## src/rtl/hex_digit_scanner_if.sv

```systemverilog
// Load handshake and scanned-digit outputs shared between a scanner and its host.
interface hex_digit_scanner_if #(
  parameter int NDIGITS = 4
);
  logic                   load;
  logic [4*NDIGITS-1:0]   data;
  logic                   ready;
  logic                   in1;
  logic                   in2;
  logic                   in3;
  logic                   in4;
  logic [NDIGITS-1:0]     digit_sel;
  logic                   blank;

  modport master (
    output load, data,
    input  ready, in1, in2, in3, in4, digit_sel, blank
  );

  modport slave (
    input  load, data,
    output ready, in1, in2, in3, in4, digit_sel, blank
  );
endinterface

```

## src/rtl/hex_digit_scanner.sv

```systemverilog
// Time-multiplexed hex display scanner; new values commit only at frame wrap.
// Optional leading-zero blanking is enabled by defining HEX_SCAN_LZB_EN.
module hex_digit_scanner #(
  parameter int NDIGITS  = 4,
  parameter int PRESCALE = 1000
) (
  input  logic                  clk,
  input  logic                  reset,
  hex_digit_scanner_if.slave    bus
);
  localparam int PW = (PRESCALE > 1) ? $clog2(PRESCALE) : 1;
  localparam int IW = $clog2(NDIGITS);
  localparam int DW = 4 * NDIGITS;
  localparam logic [PW-1:0] PCNT_LAST = PW'(PRESCALE - 1);
  localparam logic [IW-1:0] IDX_LAST  = IW'(NDIGITS - 1);

  logic [PW-1:0]      pcnt, pcnt_nxt;
  logic [IW-1:0]      idx, idx_nxt;
  logic [DW-1:0]      shadow, shadow_nxt;
  logic [DW-1:0]      disp, disp_nxt;
  logic               pend, pend_nxt;
  logic [3:0]         nib_q, nib_nxt;
  logic [NDIGITS-1:0] sel_q, sel_nxt;
  logic               blank_q, blank_nxt;
  logic               tick, wrap, accept;

  always_comb begin
    tick       = (pcnt == PCNT_LAST);
    wrap       = tick && (idx == IDX_LAST);
    accept     = bus.load && !pend;
    pcnt_nxt   = tick ? '0 : pcnt + PW'(1);
    idx_nxt    = idx;
    disp_nxt   = disp;
    shadow_nxt = shadow;
    pend_nxt   = pend;
    if (tick) idx_nxt = wrap ? '0 : idx + IW'(1);
    // accept needs !pend, so it can never coincide with a commit
    if (wrap && pend) begin
      disp_nxt = shadow;
      pend_nxt = 1'b0;
    end else if (accept) begin
      shadow_nxt = bus.data;
      pend_nxt   = 1'b1;
    end
    nib_nxt = disp_nxt[{idx_nxt, 2'b00} +: 4];
    sel_nxt = NDIGITS'(1) << idx_nxt;
  end

`ifdef HEX_SCAN_LZB_EN
  logic [NDIGITS-1:0] lz;
  logic               zero_run;

  // A digit is dark when it and every more-significant nibble are zero; digit 0 always lit.
  always_comb begin
    lz       = '0;
    zero_run = 1'b1;
    for (int i = NDIGITS - 1; i >= 1; i--) begin
      zero_run = zero_run && (disp_nxt[4*i +: 4] == 4'h0);
      lz[i]    = zero_run;
    end
    blank_nxt = lz[idx_nxt];
  end
`else
  assign blank_nxt = 1'b0;
`endif

  always_ff @(posedge clk or posedge reset) begin
    if (reset) begin
      pcnt    <= '0;
      idx     <= '0;
      shadow  <= '0;
      disp    <= '0;
      pend    <= 1'b0;
      nib_q   <= 4'h0;
      sel_q   <= NDIGITS'(1);
      blank_q <= 1'b0;
    end else begin
      pcnt    <= pcnt_nxt;
      idx     <= idx_nxt;
      shadow  <= shadow_nxt;
      disp    <= disp_nxt;
      pend    <= pend_nxt;
      nib_q   <= nib_nxt;
      sel_q   <= sel_nxt;
      blank_q <= blank_nxt;
    end
  end

  assign bus.ready     = !pend;
  assign bus.in1       = nib_q[3];
  assign bus.in2       = nib_q[2];
  assign bus.in3       = nib_q[1];
  assign bus.in4       = nib_q[0];
  assign bus.digit_sel = sel_q;
  assign bus.blank     = blank_q;
endmodule

```

## src/flat_wrapper.sv

```systemverilog
// flat-port wrapper written by rule: the top's interface ports become plain ports
module hex_digit_scanner_flat 
#(
  parameter int NDIGITS  = 4,
  parameter int PRESCALE = 1000
)
  (clk, reset, bus_load, bus_data, bus_ready, bus_in1, bus_in2, bus_in3, bus_in4, bus_digit_sel, bus_blank);
  hex_digit_scanner_if #(.NDIGITS(NDIGITS)) bus_i ();
  input  logic clk;
  input  logic reset;
  input wire logic [$bits(bus_i.load)-1:0] bus_load;
  input wire logic [$bits(bus_i.data)-1:0] bus_data;
  output wire logic [$bits(bus_i.ready)-1:0] bus_ready;
  output wire logic [$bits(bus_i.in1)-1:0] bus_in1;
  output wire logic [$bits(bus_i.in2)-1:0] bus_in2;
  output wire logic [$bits(bus_i.in3)-1:0] bus_in3;
  output wire logic [$bits(bus_i.in4)-1:0] bus_in4;
  output wire logic [$bits(bus_i.digit_sel)-1:0] bus_digit_sel;
  output wire logic [$bits(bus_i.blank)-1:0] bus_blank;
  assign bus_i.load = bus_load;
  assign bus_i.data = bus_data;
  assign bus_ready = bus_i.ready;
  assign bus_in1 = bus_i.in1;
  assign bus_in2 = bus_i.in2;
  assign bus_in3 = bus_i.in3;
  assign bus_in4 = bus_i.in4;
  assign bus_digit_sel = bus_i.digit_sel;
  assign bus_blank = bus_i.blank;
  hex_digit_scanner #(.NDIGITS(NDIGITS), .PRESCALE(PRESCALE)) u_core (.clk(clk), .reset(reset), .bus(bus_i));
endmodule
```

## config.mk

```make
export PLATFORM = sky130hd
export DESIGN_NAME = hex_digit_scanner_flat
export DESIGN_NICKNAME = d
export VERILOG_FILES = /design/src/rtl/hex_digit_scanner_if.sv /design/src/rtl/hex_digit_scanner.sv /design/src/flat_wrapper.sv
export SDC_FILE = /design/constraint.sdc
export NUM_CORES = 1
export LEC_CHECK = 0
export CAP_MARGIN = 20
export CORE_MARGIN = 2
export CORE_UTILIZATION = 50
export CTS_CLUSTER_SIZE = 40
export DETAILED_ROUTE_END_ITERATION = 16
export PLACE_DENSITY = 0.83
export SYNTH_ARGS = -nofsm -noshare
export SYNTH_HDL_FRONTEND = slang
export SYNTH_SLANG_ARGS = --single-unit
```

## constraint.sdc

```tcl
create_clock -name clk -period 4.4 [get_ports clk]
set_input_delay 0.66 -clock clk [delete_from_list [all_inputs] [get_ports clk]]
set_output_delay 0.66 -clock clk [all_outputs]
set_load 0.02 [all_outputs]
```

==> results of run 1 <==
==> layout make-up <==
class                      count  area [um2]  area share
timing repair buffer          29       297.8      0.1112
inverter                       6       22.52    0.008407
sequential                    53        1328      0.4956
tap                           52       65.06     0.02429
clock buffer                   7       86.33     0.03223
multi-input combinational     95       879.6      0.3284
==> synthesized netlist by cell type (3+ instances only) <==
master,n,area (um2)
nor2_1,9,33.78
inv_1,6,22.52
nand3_1,5,25.02
nand2_1,5,18.77
dfrtp_1,52,1301
mux2_2,35,394.1
clkbuf_1,3,11.26
mux2_4,9,135.1
and2_1,3,18.77
xor2_1,4,35.03
o41ai_1,3,26.28
o21ai_0,4,20.02
==> kinds of logic after synthesis <==
group | synth area share
AOI/OAI and AO/OA | 0.03244
buffers and inverters | 0.03023
and+or+nand+nor | 0.07587
muxes | 0.2424
DFF | 0.5833
other | 0.001648
xor gates and xnor gates | 0.02309
adders and majority gates | 0.01099
==> state kept, by name, indices dropped and copies added (netlist names) <==
| name | cells |
|---|---|
| u_core.bus.digit_sel | 4 |
| u_core.disp | 16 |
| u_core.shadow | 16 |
| u_core.pend | 1 |
| u_core.nib_q | 4 |
| u_core.pcnt | 10 |
| u_core.idx | 2 |
==> layer usage <==
metal  track usage  wire [um]  vias up
li1              -          -      614
met5             0          0        -
met4       0.03774         36        0
met3       0.05063        144        3
met2        0.2562       1783       24
met1        0.2153       1723      653
==> how the worst max path moves through the flow <==
stage	end	slack (ns)
final	u_core.nib_q[2]$_DFF_PP0_	1.98
after global routing	u_core.nib_q[1]$_DFF_PP0_	1.82
after CTS	u_core.nib_q[2]$_DFF_PP0_	1.95
after detailed placement	u_core.nib_q[2]$_DFF_PP0_	1.97
after global placement	u_core.nib_q[3]$_DFF_PP0_	2.11
after floorplan	u_core.nib_q[3]$_DFF_PP0_	2.29
==> through the flow <==
| step | util | total power [mW] | setup slack [ns] | cells |
|---|---|---|---|---|
| after floorplan | - | 0.5473 | 2.294 | 162 |
| after global placement | 0.5868 | 0.5687 | 2.111 | 234 |
| after detailed placement | 0.5868 | 0.5725 | 1.975 | 234 |
| after CTS | 0.6065 | 0.8424 | 1.954 | 241 |
| after global routing | 0.6110 | 0.8662 | 1.822 | 242 |
| final | 0.6110 | 0.8350 | 1.980 | 242 |
==> power by group <==
part	switching [mW]	total (mW)	internal, mW	leakage, nW
Combinational	0.0168	0.0466	0.0298	0.560
Clock	0.147	0.272	0.125	0.0443
Sequential	0.0102	0.516	0.506	0.686
Total	0.174	0.835	0.661	1.29
==> results.tsv, run 1 <==
stage	metric	value	unit
run_status	status	finished, final reports clean	
cells_and_area	cell area after layout	2679	um2
min_path	hold depth	1	
setup_path	worst endpoint data arrival time	2.61	ns
cells_and_area	layout cell share with drive strength beyond 1	0.3053	
cts	post-cts resize count	0	
job	max-cap viol count	0	
yosys	Synth warnings	0	
cts	Hold-fix buffers, CTS	0	
setup_path	CP endpoint kind	flip-flop	
floorplan	Die Height	71.47	um
cts	clock buffer depth	2	
place	Placement Cell Area	2572	um2
cells_and_area	commonest non-fill, non-tap cell in the layout	dfrtp_1	
timing	Layout Skew	0.002714	ns
yosys	syn avg cell area	14.05	um2
min_path	Worst Hold Path EP	u_core.pcnt[9]$_DFF_PP0_	
cts	Reg clk slew, reported paths	0.09	ns
place	# port buffers	27	
timing	headroom to the max-slew limit	0.6010	
floorplan	Die X	71.47	um
setup_path	CP bufs+invs	0	
power_and_ir_drop	Peak supply drop	0.0002027	V
global_route	total global routing overflow	0	
timing	Worst-Margin Slew	0.5986	ns
setup_path	CP max stage delay	0.52	ns
place	dpl hpwl	2578	um
power_and_ir_drop	PD cells	311.7	nW/um2
setup_path	WP depth	6	
timing	fmax	0.4131	GHz
cts	H-Tree Depth	2	
yosys	syn_nets	183	
place	RePlAce Congestion	0.7725	
setup_path	WS Path Type	flip-flop to flip-flop	
setup_path	Critical R2R Launch	u_core.idx[0]$_DFF_PP0_	
setup_path	Top delay family on crit path	multiplexers	
timing	Final Hold Viols	0	
floorplan	initial core utilization	0.5191	
routing	final WL	3687	um
cells_and_area	Area Overhead vs Synth	17.70	%
timing	final setup violation count	0	
yosys	fraction of synthesis flops using an asynchronous set or reset pin	1.000	
global_route	global-route wire length before repair	6320	um
setup_path	Critical Path RT	4.59	ns
cts	post-CTS setup buffers	0	
yosys	number of synthesized flops with an enable pin	0	
setup_path	crit start category	flip-flop	
yosys	Main synth FF type	dfrtp_1	
yosys	Seq/Total Area, Yosys	0.5833	
cells_and_area	filler cell count	343	
setup_path	Setup crit start	u_core.idx[0]$_DFF_PP0_	
cells_and_area	final net count	211	
floorplan	die area	5107	um2
cells_and_area	commonest non-fill, non-tap cells in the layout	dfrtp_1 (52), mux2_2 (35), clkdlybuf4s50_1 (27)	
timing	setup TNS	0	ns
setup_path	CP max-delay cell	dfrtp_1	
timing	Final period util	0.5501	
routing	initial DRC count	47	
yosys	Mapped Area	2276	um2
timing	post-layout minimum cycle time	2.420	ns
global_route	vias in the first global route	1325	
timing	Max Slew Vio Count	0	
global_route	antenna violations before repair	0	
routing	DRC	0	
cts	clock buffer count from CTS	5	
setup_path	worst r2r dst	u_core.nib_q[2]$_DFF_PP0_	
routing	vias per cell	5.347	
floorplan	I/O pin count	29	
timing	Hold Slack	0.4807	ns
cts	Clock Sinks	53	
power_and_ir_drop	P_leak	1.291	nW
yosys	gate count of the mapped netlist	162	
setup_path	Max Fanout on Critical Path	17	
min_path	worst hold path type	flip-flop to flip-flop	
timing	RSZ-0062 raised after global routing	false	
setup_path	Worst R2R Setup Slack	1.98	ns
routing	antenna-violating nets left	0	
min_path	worst min-delay path startpoint	u_core.pcnt[9]$_DFF_PP0_	
floorplan	# rows	24	
yosys	Seq cells post-synth	53	
global_route	largest net degree at the start of global routing	54	
global_route	GRT Overall Usage	0.1600	
setup_path	worst-path cell chain	ha_1 -> and2_1 -> nand4_4 -> mux2_4 -> mux2_2 -> mux2_2	
cts	CTS tree	built	
routing	Routed wire per std cell	15.24	um
setup_path	reg2reg path depth	6	
cts	CTS root buf	clkbuf_8	
yosys	post-synth cell types	33	
routing	first-pass iteration count of the detailed router	4	
floorplan	CORE AREA	4384	um2
cts	clk_lat worst skew	0.30	ns
cells_and_area	ant diodes	0	
routing	DR vias	1294	
setup_path	critical path's most frequent cell	mux2_2	
Power figures use the tool's default switching activity.
==> run 2, diff against run 1 <==
--- a/config.mk
+++ b/config.mk
@@ -7,10 +7,10 @@
 export LEC_CHECK = 0
 export CAP_MARGIN = 20
 export CORE_MARGIN = 2
-export CORE_UTILIZATION = 50
+export CORE_UTILIZATION = 49
 export CTS_CLUSTER_SIZE = 40
 export DETAILED_ROUTE_END_ITERATION = 16
-export PLACE_DENSITY = 0.83
+export PLACE_DENSITY = 0.85
 export SYNTH_ARGS = -nofsm -noshare
 export SYNTH_HDL_FRONTEND = slang
 export SYNTH_SLANG_ARGS = --single-unit
==> constraint.sdc (replaced) <==
create_clock -name clk -period 2.1 [get_ports clk]
set_input_delay 0.315 -clock clk [delete_from_list [all_inputs] [get_ports clk]]
set_output_delay 0.315 -clock clk [all_outputs]
set_load 0.02 [all_outputs]
==> results.tsv, run 2 (same netlist as run 1, synthesis figures left out) <==
stage	metric	value	unit	change
floorplan	die area	5206	um2	+1.9%
cells_and_area	final net count	226		+7.1%
setup_path	worst-path cell chain	and4bb_4 -> nand4_4 -> clkbuf_16 -> mux2_4 -> mux2_2 -> mux2_2		
setup_path	Top delay family on crit path	multiplexers		
place	# port buffers	27		unchanged
setup_path	CP max-delay cell	dfrtp_1		
cts	CTS root buf	clkbuf_8		
power_and_ir_drop	Pwr Total	1.736	mW	+110%
routing	DRC	0		unchanged
routing	final WL	3998	um	+8.4%
global_route	total global routing overflow	0		unchanged
cts	CTS tree	built		
cells_and_area	Largest regs	u_core.disp x16, u_core.shadow x16, u_core.pcnt x10		
min_path	worst hold path type	input port to async pin		
global_route	antenna violations before repair	0		unchanged
cells_and_area	commonest non-fill, non-tap cells in the layout	dfrtp_1 (52), mux2_2 (32), clkdlybuf4s50_1 (27)		
cells_and_area	Area Overhead vs Synth	25.07	%	
setup_path	Critical Path RT	2.30	ns	-2.29 ns
setup_path	Critical R2R Launch	u_core.pcnt[4]$_DFF_PP0_		
setup_path	critical path's most frequent cell	mux2_2		
power_and_ir_drop	PD cells	609.9	nW/um2	+96%
routing	Routed wire per std cell	15.50	um	+1.7%
cells_and_area	layout cell share with drive strength beyond 1	0.3689		+0.06367
routing	vias per cell	5.291		-1.1%
floorplan	Die X	72.15	um	+0.96%
cts	clk_lat worst skew	0.31	ns	about the same
timing	post-layout minimum cycle time	2.088	ns	-0.3328 ns
setup_path	CP endpoint kind	flip-flop		
routing	antenna-violating nets left	0		unchanged
timing	Final Hold Viols	0		unchanged
routing	initial DRC count	66		+40%
cells_and_area	commonest non-fill, non-tap cell in the layout	dfrtp_1		
timing	Max Slew Vio Count	0		unchanged
global_route	vias in the first global route	1400		+5.7%
floorplan	I/O pin count	29		unchanged
setup_path	CP max stage delay	0.40	ns	-0.12 ns
cts	Clock Sinks	53		unchanged
routing	DR vias	1365		+5.5%
cts	H-Tree Depth	2		unchanged
power_and_ir_drop	Peak supply drop	0.0004286	V	+110%
setup_path	WS Path Type	flip-flop to flip-flop		
global_route	GRT Overall Usage	0.1682		+0.008171
place	RePlAce Congestion	0.7540		-2.4%
timing	final setup violation count	0		unchanged
cells_and_area	filler cell count	317		-7.6%
place	Placement Cell Area	2690	um2	+4.6%
setup_path	worst endpoint data arrival time	2.29	ns	-0.32 ns
cts	clock buffer count from CTS	5		unchanged
power_and_ir_drop	P_leak	1.389	nW	+7.7%
place	Cells after DPL	246		+5.1%
cells_and_area	ant diodes	0		unchanged
setup_path	CP bufs+invs	1		+1
timing	RSZ-0062 raised after global routing	true		
routing	first-pass iteration count of the detailed router	4		unchanged
job	max-cap viol count	0		unchanged
timing	setup TNS	0	ns	unchanged
setup_path	Max Fanout on Critical Path	8		-9
global_route	largest net degree at the start of global routing	54		unchanged
run_status	status	finished, final reports clean		
setup_path	crit start category	flip-flop		
cts	clock buffer depth	2		unchanged
floorplan	initial core utilization	0.5156		-0.003531
setup_path	Setup crit start	u_core.pcnt[4]$_DFF_PP0_		
timing	Final period util	0.9941		+0.4440
floorplan	# rows	24		unchanged
timing	fmax	0.4790	GHz	+16%
timing	Layout Skew	0.01559	ns	+0.01288 ns
place	dpl hpwl	2684	um	+4.1%
cts	Reg clk slew, reported paths	0.10	ns	about the same
cells_and_area	fin cells	258		+6.6%
floorplan	Die Height	72.15	um	+0.96%
floorplan	CORE AREA	4414	um2	+0.68%
global_route	global-route wire length before repair	6637	um	+5.0%
cells_and_area	cell area after layout	2846	um2	+6.3%
-- run 2: stage by stage --
| step | setup slack [ns] | utilization | hold slack, ns |
|---|---|---|---|
| floorplan | 0.00005351 | - | 0.4320 |
| global placement | 0.05845 | 0.6094 | 0.4740 |
| detailed placement | 0.01426 | 0.6094 | 0.4793 |
| CTS | -0.001395 | 0.6298 | 0.3700 |
| global route | -0.02576 | 0.6448 | 0.3772 |
| finish | 0.01229 | 0.6448 | 0.3550 |
-- run 2: area by class of cell --
| type | count | area, um2 | area share |
|---|---|---|---|
| Clock buffer | 6 | 72.57 | 0.02549 |
| Clock inverter | 2 | 10.01 | 0.003516 |
| Inverter | 6 | 22.52 | 0.007912 |
| Multi-Input combinational cell | 95 | 908.4 | 0.3191 |
| Sequential cell | 53 | 1328 | 0.4664 |
| Tap cell | 52 | 65.06 | 0.02286 |
| Timing Repair Buffer | 44 | 440.4 | 0.1547 |
-- run 2: where the power goes --
group | leakage, nW | switching [mW] | internal, mW
Combinational | 0.658 | 0.0344 | 0.0627
Clock | 0.0450 | 0.324 | 0.232
Sequential | 0.686 | 0.0235 | 1.06
-- run 2: repair_timing --
| item | 4_1_cts | 5_1_grt |
|---|---|---|
| hold endpoints to repair | 0 | 0 |
| buffers inserted | 0 | 3 |
| cloned | 0 | 1 |
| pin swaps | 0 | 1 |
| resized for setup | 2 | 4 |
| hold buffers | 0 | 0 |
| setup endpoints to repair | 1 | 4 |
-- run 2: layer usage --
layer | wire length (um) | GRT usage
met1 | 1788 | 0.2184
met4 | 91 | 0.07338
met3 | 131 | 0.03333
met2 | 1987 | 0.2752
met5 | 0 | 0
-- run 2: final timing paths --
check                      slack (ns)                                end  depth (start not counted)
hold / removal                   0.35           u_core.pcnt[0]$_DFF_PP0_                          3
setup reg to reg                 0.01          u_core.nib_q[1]$_DFF_PP0_                          6
min in group clk                 0.50           u_core.disp[8]$_DFF_PP0_                          1
max in group asynchronous        1.48  u_core.bus.digit_sel[0]$_DFF_PP1_                          3
setup / recovery                 0.01          u_core.nib_q[1]$_DFF_PP0_                          6
hold reg to reg                  0.50           u_core.disp[8]$_DFF_PP0_                          1
-- run 2: worst min-delay path, stage by stage --
cell	delay, ns
clkdlybuf4s50_1	0.41
inv_2	0.07
buf_12	0.26
